--- src/rtl/diff_rebuild.sv ---
// Rebuilds a word from a base by toggling a stream of bit indices.
// Latency: first index 1 cycle after start; res_valid 1 cycle after the last index is accepted.
// Backpressure: pos_ready is high only while collecting; the result is held until res_ready.
module diff_rebuild #(
    parameter int WIDTH  = 32,
    parameter int IDXW   = 5,
    parameter int MAXPOS = 8
) (
    input  logic             clk,
    input  logic             rst,
    input  logic             start,
    input  logic [WIDTH-1:0] base,
    input  logic             pos_valid,
    input  logic [IDXW-1:0]  pos_idx,
    input  logic             pos_last,
    output logic             pos_ready,
    output logic             busy,
    output logic             res_valid,
    input  logic             res_ready,
    output logic [WIDTH-1:0] result,
    output logic [3:0]       count,
    output logic             overflow
);

    typedef enum logic [1:0] {
        S_IDLE,
        S_COLLECT,
        S_FULL,
        S_OUT
    } state_t;

    state_t           r_state;
    state_t           w_next;
    logic [WIDTH-1:0] r_work;
    logic [WIDTH-1:0] r_result;
    logic [3:0]       r_count;
    logic             r_overflow;
    logic             w_accept;
    logic             w_at_limit;
    logic [WIDTH-1:0] w_toggled;

    // An index is taken only while collecting; pos_ready is high exactly then.
    assign w_accept   = (r_state == S_COLLECT) && pos_valid;
    // This accept fills the last free slot.
    assign w_at_limit = (r_count == 4'(MAXPOS - 1));
    assign w_toggled  = r_work ^ ({{(WIDTH-1){1'b0}}, 1'b1} << pos_idx);

    assign result   = r_result;
    assign count    = r_count;
    assign overflow = r_overflow;

    // State register.
    always_ff @(posedge clk or posedge rst) begin
        if (rst) begin
            r_state <= S_IDLE;
        end else begin
            r_state <= w_next;
        end
    end

    // Next-state and handshake outputs; pos_last always ends the job, even past the limit.
    always_comb begin
        w_next    = r_state;
        pos_ready = 1'b0;
        busy      = 1'b1;
        res_valid = 1'b0;
        case (r_state)
            S_IDLE: begin
                busy = 1'b0;
                if (start) begin
                    w_next = S_COLLECT;
                end
            end
            S_COLLECT: begin
                pos_ready = 1'b1;
                if (w_accept) begin
                    if (pos_last) begin
                        w_next = S_OUT;
                    end else if (w_at_limit) begin
                        w_next = S_FULL;
                    end
                end
            end
            S_FULL: begin
                if (pos_valid && pos_last) begin
                    w_next = S_OUT;
                end
            end
            S_OUT: begin
                res_valid = 1'b1;
                if (res_ready) begin
                    w_next = S_IDLE;
                end
            end
            default: begin
                w_next = S_IDLE;
            end
        endcase
    end

    // Work word, count, sticky overflow, and the result latched on entry to OUT.
    always_ff @(posedge clk or posedge rst) begin
        if (rst) begin
            r_work     <= '0;
            r_result   <= '0;
            r_count    <= '0;
            r_overflow <= 1'b0;
        end else begin
            case (r_state)
                S_IDLE: begin
                    if (start) begin
                        r_work     <= base;
                        r_count    <= '0;
                        r_overflow <= 1'b0;
                    end
                end
                S_COLLECT: begin
                    if (w_accept) begin
                        r_work  <= w_toggled;
                        r_count <= r_count + 4'd1;
                        if (pos_last) begin
                            r_result <= w_toggled;
                        end
                    end
                end
                S_FULL: begin
                    // Offered indices are refused here; the last one still closes the job.
                    if (pos_valid) begin
                        r_overflow <= 1'b1;
                        if (pos_last) begin
                            r_result <= r_work;
                        end
                    end
                end
                default: begin
                end
            endcase
        end
    end

endmodule

--- config.mk ---
export PLATFORM = sky130hd
export DESIGN_NAME = diff_rebuild
export DESIGN_NICKNAME = d
export VERILOG_FILES = /design/src/rtl/diff_rebuild.sv
export SDC_FILE = /design/constraint.sdc
export NUM_CORES = 1
export LEC_CHECK = 0
export ABC_AREA = 1
export CORE_MARGIN = 5
export CORE_UTILIZATION = 35
export CTS_CLUSTER_DIAMETER = 40
export DETAILED_ROUTE_END_ITERATION = 16
export GPL_ROUTABILITY_DRIVEN = 0
export REMOVE_ABC_BUFFERS = 1
export SYNTH_ARGS = -nofsm -noshare
export SYNTH_HDL_FRONTEND = slang
export SYNTH_SLANG_ARGS = --single-unit
--- constraint.sdc ---
create_clock -name clk -period 1.99 [get_ports clk]
set_input_delay 0.2985 -clock clk [delete_from_list [all_inputs] [get_ports clk]]
set_output_delay 0.2985 -clock clk [all_outputs]
set_load 0.02 [all_outputs]
Word-level counts from Yosys, hierarchy flattened
Cells that the tools add are included.
{ "op_classes": {"reduce_logical": 10, "bitwise_logic": 1, "mux": 24, "n_eq_ne": 12, "shifts": 1, "addsub": 1} }
{ "op_table": {"columns": ["op", "n"], "rows": [
  ["$mux W32", 6],
  ["$pmux W32 S2", 2],
  ["$shl A1 B5 Y32 const A", 1],
  ["$xor A32 B32 Y32", 1],
  ["$ne A2 B2 Y1 const B", 7],
  ["$mux W2", 6],
  ["$reduce_and A5 Y1", 2],
  ["$mux W4", 2],
  ["$pmux W2 S4", 1],
  ["$pmux W4 S2", 1],
  ["$reduce_and A3 Y1", 2],
  ["$reduce_bool A2 Y1", 3],
  ["$mux W1", 5],
  ["$add A4 B1 Y4 const B", 1],
  ["$eq A2 B2 Y1 const B", 2],
  ["$eq A4 B3 Y1 const B", 1],
  ["$ne A3 B3 Y1 const B", 1],
  ["$eq A2 B1 Y1 const B", 1],
  ["$logic_and A1 B1 Y1", 2],
  ["$logic_not A2 Y1", 1],
  ["$pmux W1 S2", 1]
]} }
{ "totals": {"output_inout_bits": 40, "word_cells": 54, "ff_bits": 71, "inputBits": 43} }

Longest topological paths before layout
Gate-level depths: netlist of the first run.
{ "depth": {"depth_word": 5, "depth_mapped": 11} }

Worst setup path before layout of the first run
No wires, ideal clock.
{ "synth_path": {"path_type": "reg-to-reg", "startpoint": "register r_state[1]", "endpoint": "register r_count[2], in the netlist count[2]", "slack_ns": 0.305, "n_path_buf": 3, "path_stages_with_launch": 11, "arrival_ns": 1.567, "cell_sequence": "dfrtp_1 inv_1 ha_1 buf_6 inv_2 a21oi_2 inv_2 buf_6 buf_6 nand2_1 nand2_1"} }
{ "synth_between": {"elab_chain_len": 4, "word_cells_on_any_way": 8, "cone_classes": "3 x eq/ne; 1 x mux; 4 x reduce/logical"} }
{ "synth_lines": {"columns": ["element", "line_no", "source"], "rows": [
  ["from (decl)", "32", "state_t r_state;"],
  ["from (signal assigned)", "57", "r_state <= w_next;"],
  ["$eq A2 B1 Y1", "43, 109", null],
  ["$logic_and A1 B1 Y1", "43", "assign w_accept = (r_state == S_COLLECT) && pos_valid;"],
  ["$ne A2 B2 Y1 (no source line)", null, null],
  ["$reduce_and A3 Y1 (no source line)", null, null],
  ["to (signal assigned)", "120", "r_count <= r_count + 4'd1;"],
  ["to (decl)", "36", "logic [3:0] r_count;"]
]} }
Several ways; a longest one is shown, not always the timed one.
A chain may end at the register's enable or synchronous reset.

Final worst setup path of the first run
{ "layout_path": {"startpoint": "register r_state[0]", "endpoint": "output busy"} }
{ "layout_between": {"elab_chain_len": 2} }
{ "layout_lines": {"columns": ["element", "line_no", "source"], "rows": [
  ["$logic_not A2 Y1", "67", "case (r_state)"],
  ["$mux W1", "67", null],
  ["to (decl)", "17", "output logic busy,"]
]} }
Every way passes these cells.

==> impl_results.md, run 1 <==
- Status: finished clean
- Clock tree sinks: 71
- Critical path class: reg -> out
- Synth Cell Area: 0.00444 mm2
- Initial Util: 35.5%
- DR pass1 iterations: 7
- Crit path required time: 1.69 ns
- Largest net degree at the start of global routing: 72
- Startpoint Class: register
- Synth Instances: 675
- Final setup violation count: 0
- Initial antenna violation count: 0
- Layout Skew: 0.00504 ns
- Worst Tran Pin Value: 0.415 ns
- Critical path arrival: 1.52 ns
- Tmin final: 1.81 ns
- Cell Int Power: 5.03 mW
- # nets final: 798
- CTS Buffer Depth: 2
- Detailed router's first-iteration violation count: 359
- DP HPWL: 8560 um
- Mean Syn Cell Area: 6.58 um2
- Clock slew at reported path FFs: 0.06 ns
- Vias in the first global route: 4655
- Switch share: 44.6%
- Total power: 9.08 mW
- Post-DRT Antenna Nets: 0
- Core Footprint: 0.0125 mm2
- Peak Freq: 0.551 GHz
- Layout cells sized above 1: 6.37%
- Synth top area cells: dfrtp_1 40%, nand2_1 22%, nand3_1 9.7%
- Pwr/cell area: 1560 mW/mm2
- Routed wl met3: 691 um
- Die area: 0.0150 mm2
- Area Growth Syn to Fin: 30.8%
- Metal2 WL: 6250 um
- Cell Rows: 41
- Peak VDD IR: 0.686 mV
- Post-Layout Cell Count: 926
- Final hold vios: 0
- CP endpoint kind: primary output
- Area leader, netlist: dfrtp_1
- Met1 wire length: 5700 um
- Relative slew slack: 72.3%
- Final period utilization: 91.2%
- P_sw: 4.05 mW
- CTS tree: built
- Max_cap viols: 0
- Gate power share: 53.5%
- Avg WL per Cell: 13.9 um
- TritonCTS Buffers: 9
- Ant. Diodes: 0
- Total track usage: 18.2%
- Final instance area: 0.00581 mm2
- Total Wirelength: 12800 um
- Clock power frac: 17.9%
- CP Max Fanout: 6
- Top Ports: 83
- Top cell type's share of synthesized area: 40.0%
- Via Count: 4568
- Ys Warns: 0
- Yosys reg bits: 71
- DR top layer: met4
- First-pass GRT wire length: 21800 um
- Seq pwr share: 28.6%
- RSZ-0062 raised after global routing: false
- Hold WC Path Type: in -> async
- Grt ovf: 0
- Placed cell areas: 0.00551 mm2
- Setup TNS: 0 ns
- Cts hold-fix bufs: 0
- Htree depth: 3
- Max-slew violation count: 0
- I/O Buffers: 82
- Die Span Y: 123 um
- Clock root buffer: clkbuf_16
- Chip width: 123 um
- Clk_lat worst skew: 0.34 ns
- P_leak: 2.94 nW
- Final hold slack: 0.348 ns
- Drc violations: 0
- Synth cell types: 24
- Vias per cell: 4.93
- Placed insts: 910
- Register area share after synthesis: 40.0%
## layer usage
layer,global-route usage [%],up-vias
met3,4.15,14
li1,-,2294
met4,6.23,0
met5,0,-
met1,22.6,2140
met2,31.0,120
## kinds of logic (layout without fill, tap and decap cells)
logic type,count (synthesis),after routing,synth area share (%)
and+or+nand+nor,458,458,43.5
DFF,71,71,40.0
AOI/OAI and AO/OA,41,41,4.82
buffers and inverters,97,176,9.60
xor gates and xnor gates,2,2,0.394
adders and majority gates,6,6,1.69
## power groups by stage
stage	sequential (mW)	combinational, mW	clock [mW]
floorplan	2.92	2.66	0
global placement	2.59	4.75	0
detailed placement	2.61	4.89	0
CTS	2.60	4.90	1.67
global route	2.71	5.50	1.73
finish	2.60	4.86	1.62
## through the flow
step / setup WS [ns] / util (%)
floorplan: -2.08 / -
global placement: 0.126 / 44.0
detailed placement: 0.105 / 44.0
CTS: 0.0696 / 46.4
global route: 0.0383 / 46.4
finish: 0.176 / 46.4
## Yosys cell counts (all sizes together)
cell type and number:
nand2 259, nand3 86, nor2 78, dfrtp 71
inv 56, a21oi 36, nand4 32, buf 31
clkbuf 9, ha 6, o21ai 3, nor3 2
xor2 2, clkinv 1, nand3b 1, o21bai 1
o31ai 1
## placed cells by master, fill, tap and decap left out, types with 5 or more instances in the layout
master / instances
nand2_1: 257
a21oi_1: 35
dfrtp_1: 70
nand3_1: 86
clkbuf_16: 9
buf_12: 6
ha_1: 5
inv_2: 5
inv_1: 51
buf_4: 14
clkdlybuf4s50_1: 79
nand4_1: 32
nor2_1: 76
## final timing paths
check,start,endpoint,slack (ns),cells after the start
setup / recovery,r_state[0]$_DFFE_PP0P_,busy,0.18,4
hold / removal,rst,result[9]$_DFFE_PP0P_,0.35,3
setup reg to reg,r_state[1]$_DFFE_PP0P_,r_work[23]$_DFFE_PP0P_,0.21,8
hold reg to reg,result[27]$_DFFE_PP0P_,result[27]$_DFFE_PP0P_,0.48,2
max in group asynchronous,rst,r_state[0]$_DFFE_PP0P_,1.29,3
min in group clk,result[27]$_DFFE_PP0P_,result[27]$_DFFE_PP0P_,0.48,2
## final cells by class
| cell class | count | area, um2 |
|---|---|---|
| fill | 1307 | 6710 |
| multi-input combinational | 507 | 2250 |
| sequential | 71 | 1780 |
| timing repair buffer | 103 | 1060 |
| clock buffer | 12 | 246 |
| tap | 172 | 215 |
| inverter | 57 | 214 |
| clock inverter | 4 | 45.0 |
## critical path, cell delays in order, from the launching register on
cell,delay [ns]
dfrtp_2,0.41
inv_1,0.09
ha_1,0.24
inv_1,0.10
dlygate4sd2_1,0.34
## what timing repair did
item | 4_1_cts | 5_1_grt
resized for setup | 2 | 3
setup endpoints to repair | 2 | 4
buffers inserted | 0 | 0
## registers in the layout, indices dropped and copies added, names as in the netlist
name,count
overflow,1
result,32
r_work,32
r_state,2
count,4
(Power assumes the default switching activity.)
==> run 2, diff against run 1 <==
==> constraint.sdc (replaced) <==
create_clock -name clk -period 1.8 [get_ports clk]
set_input_delay 0.27 -clock clk [delete_from_list [all_inputs] [get_ports clk]]
set_output_delay 0.27 -clock clk [all_outputs]
set_load 0.02 [all_outputs]
==> run 2 against run 1 <==
- critical path depth unchanged
- register-to-register slack worse by 0.06 ns
- clock power up 7%
- cell count up 0.32%
- worst setup slack worse by 0.096 ns
- global-route usage down 0.24 points
- utilization up 0.92 points
- clock-buffer cell count up 2
- clock skew down 0.00076 ns
- cell area up 2.0%
- combinational power up 15%
==> impl_results.md, run 2 (synthesis results as in run 1) <==
- Avg WL per Cell: 13.7 um (-1.2%)
- Final instance area: 0.00592 mm2 (+2.0%)
- Critical path arrival: 1.45 ns (-0.07 ns)
- Initial Util: 35.5% (unchanged)
- CTS Buffer Depth: 2 (unchanged)
- TritonCTS Buffers: 9 (unchanged)
- Tmin final: 1.72 ns
- Layout Skew: 0.00428 ns (-0.000757 ns)
- Peak Freq: 0.582 GHz
- Via Count: 4585 (+0.37%)
- Total track usage: 17.9% (-0.24 points)
- Layout cells sized above 1: 7.66% (+1.3 points)
- Die area: 0.0150 mm2 (unchanged)
- Area Growth Syn to Fin: 33.3%
- Peak VDD IR: 1.15 mV (+68%)
- Total Wirelength: 12700 um (-0.91%)
- Max-slew violation count: 0 (unchanged)
- Clock slew at reported path FFs: 0.05 ns (about the same)
- Critical path's slowest cell: dfrtp_2
- Buf/Inv on CP: 3 (unchanged)
- Pwr/cell area: 1720 mW/mm2 (+10%)
- Final period utilization: 95.5%
- Most frequent cells in the layout: 257 x nand2_1, 86 x nand3_1, 79 x clkdlybuf4s50_1, 74 x nor2_1, 70 x dfrtp_1
- Relative slew slack: 73.5% (+1.1 points)
- Crit path cell chain: inv_1 -> ha_2 -> inv_1 -> clkdlybuf4s15_2
- Ant. Diodes: 0 (unchanged)
- Clk_lat worst skew: 0.34 ns (about the same)
- I/O Buffers: 82 (unchanged)
- Vias in the first global route: 4691 (+0.77%)
- First-pass GRT wire length: 21500 um (-1.1%)
- Vias per cell: 4.94 (about the same)
- Drc violations: 0 (unchanged)
- RSZ-0062 raised after global routing: false
- Post-Layout Cell Count: 929 (+0.32%)
- Chip width: 123 um (unchanged)
- Largest net degree at the start of global routing: 65 (-9.7%)
- CP Max Fanout: 4 (-2)
- Placed cell areas: 0.00559 mm2 (+1.4%)
- Cts hold-fix bufs: 0 (unchanged)
- Max_cap viols: 0 (unchanged)
- CP endpoint kind: primary output
- Met1 usage: 22.4% (-0.16 points)
- Pre-CTS setup slack: -0.0214 ns (-0.127 ns)
- Met2 usage: 30.3% (-0.61 points)
- FF-to-FF Start: r_state[0]$_DFFE_PP0P_
- P_leak: 2.96 nW (+0.88%)
- Clock root buffer: clkbuf_16
- CTS tree: built
- Crit path max-delay family: buffers and inverters
- Final hold vios: 0 (unchanged)
- Commonest non-fill, non-tap cell in the layout: nand2_1
- Status: finished clean
- Total power: 10.2 mW (+12%)
- Critical path class: reg -> out
- Worst Tran Pin Value: 0.398 ns (-0.0170 ns)
- DP HPWL: 8420 um (-1.7%)
- GR Util met3: 3.41% (-0.74 points)
- CP Launch Point: r_state[0]$_DFFE_PP0P_
- Crit path required time: 1.53 ns (-0.16 ns)
- Clock tree sinks: 71 (unchanged)
- Setup ws final: 0.0804 ns (-0.0956 ns)
- Cell Rows: 41 (unchanged)
- Startpoint Class: register
- Die Span Y: 123 um (unchanged)
- Grt ovf: 0 (unchanged)
- Worst path max stage delay: 0.44 ns (+0.03 ns)
- Placed insts: 912 (+0.22%)
- Final core area utilization: 47.3% (+0.92 points)
- Core Footprint: 0.0125 mm2 (unchanged)
- Detailed router's first-iteration violation count: 275 (-23%)
- Htree depth: 3 (unchanged)
- Gr busiest metal: met2
- Hold WC Path Type: in -> async
- Post-DRT Antenna Nets: 0 (unchanged)
- # nets final: 803 (+0.63%)
- Top Ports: 83 (unchanged)
- DR pass1 iterations: 5 (-2)
- Most used cell, CP: inv_1
- Final setup violation count: 0 (unchanged)
- Initial antenna violation count: 0 (unchanged)
run 2: changes by cell type in the layout (fill, tap and decap cells not counted), sizes merged:
| cell | change |
|---|---|
| clkbuf | +2 |
| buf | +5 |
| dlymetal6s2s | -1 |
| dlygate4sd2 | -1 |
| clkdlybuf4s15 | +2 |
| bufinv | -1 |
| clkinv | -3 |
run 2: what timing repair did:
item                                   in CTS  in global routing
setup endpoints to repair                   4                 66
endpoints found under the hold margin       0                  0
cloned                                      0                  0
setup buffers                               2                  1
resized for setup                           7                  7
run 2: cell type report:
cell class / count / area, um2
Inverter: 57 / 214
Clock buffer: 14 / 284
Sequential cell: 71 / 1780
Timing Repair Buffer: 108 / 1150
Fill cell: 1301 / 6590
Tap cell: 172 / 215
Multi-Input combinational cell: 507 / 2280
run 2: final timing paths:
check | cells past startpoint | endpoint | slack (ns)
max in group asynchronous | 3 | result[16]$_DFFE_PP0P_ | 1.00
max reg2reg | 10 | r_work[9]$_DFFE_PP0P_ | 0.15
max | 4 | busy | 0.08
min | 2 | count[1]$_DFFE_PP0P_ | 0.16
min reg2reg | 2 | result[16]$_DFFE_PP0P_ | 0.47
min in group clk | 2 | result[16]$_DFFE_PP0P_ | 0.47
run 2: layer usage:
metal / wire (um) / vias up
met5: 0 / -
met2: 6190 / 125
li1: - / 2312
met4: 239 / 0
met1: 5580 / 2131
met3: 700 / 17
run 2: power breakdown:
part | leakage [nW] | switching [mW] | internal, mW
Clock | 0.141 | 0.658 | 1.07
Sequential | 0.880 | 0.510 | 2.37
Combinational | 1.94 | 3.33 | 2.25
run 2: through the flow:
stage / setup TNS [ns] / hold WS, ns
2_1_floorplan: -140.25 / 0.437
3_3_place_gp: 0 / 0.462
3_5_place_dp: -0.0439 / 0.464
4_1_cts: 0 / 0.152
5_1_grt: 0 / 0.161
6_report: 0 / 0.157
==> run 3, diff against run 2 <==
--- a/config.mk
+++ b/config.mk
@@ -11,6 +11,8 @@
 export CTS_CLUSTER_DIAMETER = 40
 export DETAILED_ROUTE_END_ITERATION = 16
 export GPL_ROUTABILITY_DRIVEN = 0
+export PLACE_DENSITY_LB_ADDON = 0.25
+export RECOVER_POWER = 100
 export REMOVE_ABC_BUFFERS = 1
 export SYNTH_ARGS = -nofsm -noshare
 export SYNTH_HDL_FRONTEND = slang
==> constraint.sdc (replaced) <==
create_clock -name clk -period 1.5 [get_ports clk]
set_input_delay 0.225 -clock clk [delete_from_list [all_inputs] [get_ports clk]]
set_output_delay 0.225 -clock clk [all_outputs]
set_load 0.02 [all_outputs]
==> run 3 against run 2 <==
- the run now ends with setup timing left
- cell count is 4.8% higher
- clock-buffer cell count down 2
- combinational power rose by 47%
- sequential power increased by 22%
- critical path type unchanged
- first-iteration DRC count up 31%
- clock power up 18%
- critical path depth grew 1
- sequential share of layout area is 3.3 points lower
- register-to-register slack got worse by 0.30 ns
- clock skew is 0.00092 ns higher
- die area is the same
==> impl_results.md, run 3 (synthesis results as in run 1) <==
- Avg WL per Cell: 15.0 um (+9.6%)
- Chip width: 123 um (unchanged)
- Final period utilization: 110%
- Status: complete, but fails checks
- Die Span Y: 123 um (unchanged)
- Top Ports: 83 (unchanged)
- CP endpoint kind: primary output
- Final hold vios: 0 (unchanged)
- Startpoint Class: register
- Initial antenna violation count: 0 (unchanged)
- Final setup violation count: 70 (+70)
- Grt ovf: 0 (unchanged)
- Cts hold-fix bufs: 0 (unchanged)
- Detailed router's first-iteration violation count: 360 (+31%)
- CTS tree: built
- Total Wirelength: 14600 um (+15%)
- Commonest non-fill, non-tap cell in the layout: nand2_1
- Peak VDD IR: 1.02 mV (-12%)
- I/O Buffers: 82 (unchanged)
- TritonCTS Buffers: 9 (unchanged)
- Total power: 13.8 mW (+35%)
- Placed insts: 934 (+2.4%)
- CTS Buffer Depth: 2 (unchanged)
- Setup ws final: -0.150 ns (-0.231 ns)
- Clock root buffer: clkbuf_16
- Pwr/cell area: 2070 mW/mm2 (+21%)
- Failing checks: setup timing
- Via Count: 4934 (+7.6%)
- Final core area utilization: 53.0% (+5.7 points)
- Clk_lat worst skew: 0.34 ns (about the same)
- Initial Util: 35.5% (unchanged)
- Clock slew at reported path FFs: 0.06 ns (about the same)
- CP Max Fanout: 4 (unchanged)
- Pre-CTS setup slack: -0.209 ns (-0.188 ns)
- Critical path arrival: 1.43 ns (-0.02 ns)
- Htree depth: 3 (unchanged)
- Placed cell areas: 0.00577 mm2 (+3.2%)
- RSZ-0062 raised after global routing: true
- DR pass1 iterations: 6 (+1)
- Ant. Diodes: 0 (unchanged)
- Layout Skew: 0.00520 ns (+0.000916 ns)
- Drc violations: 0 (unchanged)
- DP HPWL: 8760 um (+4.0%)
- Area Growth Syn to Fin: 49.5%
- First-pass GRT wire length: 23500 um (+9.2%)
- Peak Freq: 0.606 GHz
- Clock tree sinks: 71 (unchanged)
- Cell Rows: 41 (unchanged)
- Max-slew violation count: 0 (unchanged)
- Area of the multi-input gates: 0.00249 mm2 (+9.4%)
- Total track usage: 19.7% (+1.8 points)
- Crit path required time: 1.27 ns (-0.26 ns)
- Relative slew slack: 30.5% (-43 points)
- Worst Tran Pin Value: 1.04 ns (+0.644 ns)
- Core Footprint: 0.0125 mm2 (unchanged)
- Largest net degree at the start of global routing: 72 (+11%)
- Vias in the first global route: 4930 (+5.1%)
- Hold WC Path Type: reg -> reg
- Most frequent cells in the layout: 236 x nand2_1, 86 x nand3_1, 71 x dfrtp_1, 66 x nor2_1, 47 x inv_1
- Post-Layout Cell Count: 974 (+4.8%)
- Post-DRT Antenna Nets: 0 (unchanged)
- P_leak: 3.39 nW (+14%)
- Critical path class: reg -> out
- Die area: 0.0150 mm2 (unchanged)
- Max_cap viols: 0 (unchanged)
- Layout cells sized above 1: 19.5% (+12 points)
- # nets final: 846 (+5.4%)
- Final instance area: 0.00664 mm2 (+12%)
- Register area: 0.00178 mm2 (about the same)
- # fillers: 1237 (-4.9%)
- Tmin final: 1.65 ns
- Vias per cell: 5.07 (+2.6%)
-- run 3: changes by cell type in the layout (fill, tap and decap cells not counted), sizes merged --
cell / delta
buf: +43
clkbuf: +1
clkdlybuf4s15: -2
clkdlybuf4s50: -37
clkinv: +5
dlygate4sd2: +36
inv: -1
-- run 3: worst paths after layout --
kind | startpoint | end | slack (ns) | depth (start not counted)
worst max-delay path | r_state[0]$_DFFE_PP0P_ | pos_ready | -0.15 | 5
worst min-delay path | result[20]$_DFFE_PP0P_ | result[20]$_DFFE_PP0P_ | 0.46 | 2
worst max register to register | r_state[0]$_DFFE_PP0P_ | r_work[13]$_DFFE_PP0P_ | -0.15 | 10
worst min register to register | result[20]$_DFFE_PP0P_ | result[20]$_DFFE_PP0P_ | 0.46 | 2
max in group asynchronous | rst | result[27]$_DFFE_PP0P_ | 0.30 | 3
min in group asynchronous | rst | result[9]$_DFFE_PP0P_ | 0.54 | 3
-- run 3: report_power, final --
| group | total (mW) | internal [mW] | switching, mW |
|---|---|---|---|
| Clock | 2.05 | 1.20 | 0.851 |
| Sequential | 3.51 | 2.84 | 0.669 |
| Combinational | 8.21 | 3.54 | 4.67 |
| Total | 13.8 | 7.58 | 6.19 |
-- run 3: timing repair --
action / in CTS / in global routing
pin swaps: 21 / 32
cloned: 7 / 2
setup endpoints to repair: 109 / 74
buffers inserted: 13 / 2
gates resized for setup: 99 / 45
-- run 3: area by class of cell --
| cell class | count | area share [%] |
|---|---|---|
| repair buffers | 151 | 25.0 |
| inverters | 57 | 3.30 |
| multi-input cells | 507 | 37.5 |
| well taps | 172 | 3.24 |
| clock inverters | 4 | 0.301 |
| flip-flops and latches | 71 | 26.8 |
| clock buffers | 12 | 3.86 |
-- run 3: routing by layer --
layer / up-vias / track usage (%) / share of wire [%]
li1: 2402 / - / -
met1: 2341 / 25.0 / 43
met2: 165 / 33.2 / 50
met3: 26 / 3.32 / 5.6
met4: 0 / 7.77 / 2.0
met5: - / 0 / 0
-- run 3: worst max-delay path, stage by stage, from the launching register on --
cell,delay (ns)
dfrtp_1,0.41
buf_6,0.14
ha_4,0.17
buf_4,0.13
buf_6,0.11
buf_6,0.12
-- run 3: through the flow --
| stage | hold slack [ns] | TNS [ns] |
|---|---|---|
| 2_1_floorplan | 0.392 | -179.91 |
| 3_3_place_gp | 0.461 | -8.52 |
| 3_5_place_dp | 0.464 | -10.55 |
| 4_1_cts | 0.311 | -5.19 |
| 5_1_grt | 0.498 | -13.56 |
| 6_report | 0.463 | -8.26 |
